===== src/rtl/if_id_fetch_buffer_pkg.sv =====
// Shared core definitions for the fetch/decode boundary.
package if_id_fetch_buffer_pkg;

    localparam logic [31:0] FB_NOP           = 32'h0000_0013;  // addi x0,x0,0
    localparam int          FB_DEFAULT_DEPTH = 4;

    // Fetched instruction with its PC; decode consumes the same layout.
    typedef struct packed {
        logic [31:0] pc;
        logic [31:0] inst;
    } fetch_entry_t;

endpackage


===== src/rtl/if_id_fetch_buffer_if.sv =====
// Fetch-side and decode-side signals of the IF/ID fetch buffer.
interface if_id_fetch_buffer_if
    import if_id_fetch_buffer_pkg::*;
#(
    parameter int DEPTH = FB_DEFAULT_DEPTH
);
    logic                     if_flush;
    logic [31:0]              if_inst;
    logic [31:0]              if_pc;
    logic                     pc_stall;
    logic                     id_valid;
    logic [31:0]              id_inst;
    logic [31:0]              id_pc;
    logic                     id_ready;
    logic [$clog2(DEPTH):0]   fb_count;

    modport master (
        output if_flush, if_inst, if_pc, id_ready,
        input  pc_stall, id_valid, id_inst, id_pc, fb_count
    );

    modport slave (
        input  if_flush, if_inst, if_pc, id_ready,
        output pc_stall, id_valid, id_inst, id_pc, fb_count
    );
endinterface


===== src/rtl/if_id_fetch_buffer.sv =====
// Fetch-to-decode FIFO: queues {pc, inst} pairs, throttles fetch via pc_stall
// so the in-flight ROM read always has a slot, and drops everything on flush.
module if_id_fetch_buffer
    import if_id_fetch_buffer_pkg::*;
#(
    parameter int          DEPTH = FB_DEFAULT_DEPTH,
    parameter logic [31:0] NOP   = FB_NOP
) (
    input  logic                 clk,
    input  logic                 rstn,
    if_id_fetch_buffer_if.slave  bus
);
    localparam int AW = $clog2(DEPTH);
    localparam int CW = AW + 1;

    fetch_entry_t   r_mem [DEPTH];
    logic [AW-1:0]  r_wptr;
    logic [AW-1:0]  r_rptr;
    logic [CW-1:0]  r_count;
    logic           r_arr_q;

    logic           w_push;
    logic           w_pop;
    logic           w_stall;
    logic           w_valid;
    fetch_entry_t   w_head;

    // Stall one entry early: the ROM read issued this cycle lands next cycle.
    assign w_stall = (r_count >= CW'(DEPTH - 1));
    assign w_valid = (r_count != '0);
    assign w_push  = r_arr_q && !bus.if_flush;
    assign w_pop   = w_valid && bus.id_ready && !bus.if_flush;
    assign w_head  = r_mem[r_rptr];

    always_ff @(posedge clk or negedge rstn) begin
        if (!rstn) begin
            r_wptr  <= '0;
            r_rptr  <= '0;
            r_count <= '0;
            r_arr_q <= 1'b0;
        end else begin
            r_arr_q <= !w_stall && !bus.if_flush;
            if (bus.if_flush) begin
                r_wptr  <= '0;
                r_rptr  <= '0;
                r_count <= '0;
            end else begin
                if (w_push) r_wptr <= r_wptr + 1'b1;
                if (w_pop)  r_rptr <= r_rptr + 1'b1;
                r_count <= r_count + CW'(w_push) - CW'(w_pop);
            end
        end
    end

    always_ff @(posedge clk) begin
        if (w_push) r_mem[r_wptr] <= '{pc: bus.if_pc, inst: bus.if_inst};
    end

    assign bus.pc_stall = w_stall;
    assign bus.id_valid = w_valid;
    assign bus.id_inst  = w_valid ? w_head.inst : NOP;
    assign bus.id_pc    = w_valid ? w_head.pc   : 32'h0;
    assign bus.fb_count = r_count;

endmodule

===== src/flat_wrapper.sv =====
// flat-port wrapper written by rule: the top's interface ports become plain ports
module if_id_fetch_buffer_flat import if_id_fetch_buffer_pkg::*;
#(
    parameter int          DEPTH = FB_DEFAULT_DEPTH,
    parameter logic [31:0] NOP   = FB_NOP
)
  (clk, rstn, bus_if_flush, bus_if_inst, bus_if_pc, bus_id_ready, bus_pc_stall, bus_id_valid, bus_id_inst, bus_id_pc, bus_fb_count);
  if_id_fetch_buffer_if #(.DEPTH(DEPTH)) bus_i ();
  input  logic clk;
  input  logic rstn;
  input wire logic [$bits(bus_i.if_flush)-1:0] bus_if_flush;
  input wire logic [$bits(bus_i.if_inst)-1:0] bus_if_inst;
  input wire logic [$bits(bus_i.if_pc)-1:0] bus_if_pc;
  input wire logic [$bits(bus_i.id_ready)-1:0] bus_id_ready;
  output wire logic [$bits(bus_i.pc_stall)-1:0] bus_pc_stall;
  output wire logic [$bits(bus_i.id_valid)-1:0] bus_id_valid;
  output wire logic [$bits(bus_i.id_inst)-1:0] bus_id_inst;
  output wire logic [$bits(bus_i.id_pc)-1:0] bus_id_pc;
  output wire logic [$bits(bus_i.fb_count)-1:0] bus_fb_count;
  assign bus_i.if_flush = bus_if_flush;
  assign bus_i.if_inst = bus_if_inst;
  assign bus_i.if_pc = bus_if_pc;
  assign bus_i.id_ready = bus_id_ready;
  assign bus_pc_stall = bus_i.pc_stall;
  assign bus_id_valid = bus_i.id_valid;
  assign bus_id_inst = bus_i.id_inst;
  assign bus_id_pc = bus_i.id_pc;
  assign bus_fb_count = bus_i.fb_count;
  if_id_fetch_buffer #(.DEPTH(DEPTH), .NOP(NOP)) u_core (.clk(clk), .rstn(rstn), .bus(bus_i));
endmodule

===== config.mk =====
export PLATFORM = sky130hd
export DESIGN_NAME = if_id_fetch_buffer_flat
export DESIGN_NICKNAME = d
export VERILOG_FILES = /design/src/rtl/if_id_fetch_buffer_pkg.sv /design/src/rtl/if_id_fetch_buffer_if.sv /design/src/rtl/if_id_fetch_buffer.sv /design/src/flat_wrapper.sv
export SDC_FILE = /design/constraint.sdc
export NUM_CORES = 1
export LEC_CHECK = 0
export ABC_AREA = 1
export ABC_CLOCK_PERIOD_IN_PS = 4400
export BUFFER_PORTS_ARGS = -buffer_cell sky130_fd_sc_hd__buf_4
export CAP_MARGIN = 30
export CORE_MARGIN = 2
export CORE_UTILIZATION = 50
export CTS_CLUSTER_SIZE = 8
export DETAILED_ROUTE_END_ITERATION = 8
export PLACE_DENSITY_LB_ADDON = 0.05
export SLEW_MARGIN = 20
export SYNTH_ARGS = -nofsm -noshare
export SYNTH_HDL_FRONTEND = slang
export SYNTH_SLANG_ARGS = --single-unit

===== constraint.sdc =====
create_clock -name clk -period 4.4 [get_ports clk]
set_input_delay 0.44 -clock clk [delete_from_list [all_inputs] [get_ports clk]]
set_output_delay 0.44 -clock clk [all_outputs]
set_load 0.02 [all_outputs]

==> summary.txt <==
Yosys
  – XOR/XNOR Fraction of Synth Area: less than 1%
  – Most instantiated cells after synthesis: 264 x inv_1, 263 x nand2_1, 256 x edfxtp_1
  – Post-Synth Simple-Gate Area: ~15%
  – Sequential share of the synthesized area: between 60 and 70%
  – Number of synthesized flops with an enable pin: approximately 260
  – Mux cell area share after synthesis: 0%
  – Post-Syn Nets: between 1k and 1.5k
  – Cell variety after synth: 21
  – Register bit total from synthesis: approximately 260
  – Most numerous cell in the Yosys netlist: inv_1
  – Synth area leaders: edfxtp_1 68%, inv_1 8.7%, nand2_1 8.7%, nand3_1 5.6%, a21oi_1 2.7%
  – Synth Area in Compound Gates: approximately 3.1%
  – Cell accounting for the most synthesized area: edfxtp_1
  – YS warnings: 0
  – Post-synth ARST share: 3.03%
  – Synth top area share: just under 70%
  – Synth Area in Adders: less than 1%
  – Cells after Synth: roughly 1.1k
  – Ys flop type: edfxtp_1
  – Synth Cell Area: 11400 um2
  – Largest family of logic cells by synthesized area: simple AND/OR/NAND/NOR gates
  – Mapped Avg Cell Area: between 10 and 15 um2

Global route
  – Initial antenna violation count: 0
  – Largest net degree at the start of global routing: 95
  – First-pass GRT wire length: 36600 um
  – Vias in the first global route: ~7k
  – Total GRT Usage: 19.9%
  – Total grt overflow: 0

Final layout
  – Share of layout cells above drive strength 1: around 17%
  – # diodes: 0
  – Final Non-Filler Cells: ~1.5k
  – Fin util: about three fifths
  – Post-layout net count: around 1.3k
  – Area growth syn-to-layout: 20.7%

STA
  – Max-slew violation count: 0
  – Worst-margin pin slew: a little over 0.9 ns
  – Final Cycle Share: between 70% and 80%
  – Setup ws final: between 1 and 1.5 ns
  – Clk_skew: between 0.015 and 0.02 ns
  – RSZ-0062 raised after global routing: false
  – TNS Setup: 0 ns
  – Max transition margin: 38.4%
  – # setup viols final: 0
  – FMAX: 324 MHz
  – Tmin final: 3.09 ns
  – Final Hold Vio Count: 0

CTS
  – CTS tree: yes
  – Worst-Skew Late Latency: 0.50 ns
  – CTS Buf Count: 38
  – # resized after CTS: 0
  – Root Buffer: clkbuf_16
  – Hold-fix buffers, CTS: 1
  – Setup bufs post-CTS: 0
  – Clock Path Buffers: 3
  – H-tree Lvls: 2
  – Clk sinks: 264
  – Clock transition at path regs: about 0.050 ns

Placed design
  – IO Port Bufs: about 140
  – GPL Wtd Cong: 0.735
  – Worst slack at placement: around 1.7 ns
  – Placed cells: ~1.4k
  – Hpwl dp: 12500 um

Pwr
  – Pwr Total: slightly above 8 mW
  – Max VDD drop: approximately 0.00044 V
  – P per Cell Area: 596 nW/um2
  – Pleak: ~6.1 nW

Flow run
  – Max_cap viols: 0

Drt
  – Vias: 7272
  – ANT nets after route: 0
  – Vias/cell: 4.85
  – Overall routed net length: around 24000 um
  – First-pass iteration count of the detailed router: 5
  – First DRT Iteration DRCs: 376
  – DRC errors left: 0
  – Drt wl/cell: approximately 16 um

Critical path
  – Worst setup EP type: output pin
  – Max FO, Critical Path: 48
  – Critical path startpoint category: flip-flop
  – R2r worst-path depth: 5
  – Data arrival, critical path: between 2 and 3 ns
  – Worst path required time: a little under 4 ns
  – Crit Path Class: flip-flop to output pin

Floorplanning
  – # rows: between 50 and 60
  – Die width: 155 um
  – Die area: 23900 um2
  – Starting Density: roughly half
  – Ports: ~140
  – Core region area: 22500 um2
  – Chip Height: roughly 150 um

Status
  – Outcome: complete, no violations

Min path
  – Hold WC Path Type: input pin to flip-flop
  – Min-Delay Path Depth: 1
==> power breakdown <==
group / leakage, nW / switching, mW / internal, mW / total (mW)
registers: 2.42 / 0.0833 / 2.94 / 3.02
clock network: 0.514 / 0.944 / 1.64 / 2.58
logic: 3.19 / 1.67 / 0.892 / 2.56
==> worst paths after layout <==
kind	startpoint	end	slack (ns)
max in group asynchronous	rstn	u_core.r_rptr[0]	3.94
min in group asynchronous	rstn	u_core.r_wptr[0]	0.31
min	bus_if_inst[9]	u_core.r_mem[1][9]	0.13
max	u_core.r_rptr[0]	bus_id_inst[28]	1.31
min reg2reg	u_core.r_arr_q	u_core.r_wptr[1]	0.54
max reg2reg	u_core.r_wptr[0]	u_core.r_mem[0][45]	2.23
==> layer usage <==
metal  up-vias  GRT usage (%)  part of all wire (%)
met1      3418           25.5                    43
met4         0           5.64                   1.6
met2       173           34.3                    50
li1       3651              -                     -
met5         -              0                     0
met3        30           4.34                   5.6
==> critical path, cell delays in order, from the launching register on <==
cell     delay (ns)
dfrtp_4        0.65
inv_4          0.41
buf_12         0.29
buf_12         0.27
nand2_1        0.08
nand3_1        0.08
a21oi_1        0.11
buf_4          0.21
==> cell type report <==
class	count	area, um2
multi-input combinational	483	2190
tap	285	357
inverter	266	1000
sequential	264	7890
fill	1847	8780
clock buffer	48	1050
timing repair buffer	152	1230
==> flip-flops by register name (all words and copies together) (netlist names) <==
register / cells
u_core.r_mem: 256
u_core.bus.fb_count: 3
u_core.r_rptr: 2
u_core.r_wptr: 2
u_core.r_arr_q: 1
==> layout by cell type (no fill, tap or decap), types with 2 or more instances in the layout <==
cell and n:
inv_1 263, buf_4 145, o21ai_0 6, nand4_1 2, nand2_1 263, nor2_4 4
dfrtp_1 6, nor2_1 6, clkbuf_1 7, o211ai_1 3, buf_12 5, nand3_1 127
clkbuf_16 41, a21oi_1 61, ha_1 7, edfxtp_1 256
==> kinds of logic (layout without fill, tap and decap cells) <==
| kind of cell | after synthesis | in the layout |
|---|---|---|
| AND/OR/NAND/NOR | 404 | 404 |
| buffers and inverters | 315 | 466 |
| AO/OA/AOI/OAI | 70 | 70 |
| flip-flops | 264 | 264 |
| XOR/XNOR | 1 | 1 |
| adder cells (fa/ha/maj) | 8 | 8 |
==> per-stage QoR <==
| step | instance area, um2 | hold slack (ns) |
|---|---|---|
| finish | 13700 | 0.134 |
| global route | 13700 | 0.109 |
| CTS | 13700 | 0.114 |
| detailed placement | 12600 | 0.268 |
| global placement | 12600 | 0.268 |
| floorplan | 11400 | 0.144 |
Power figures use the tool's default switching activity.
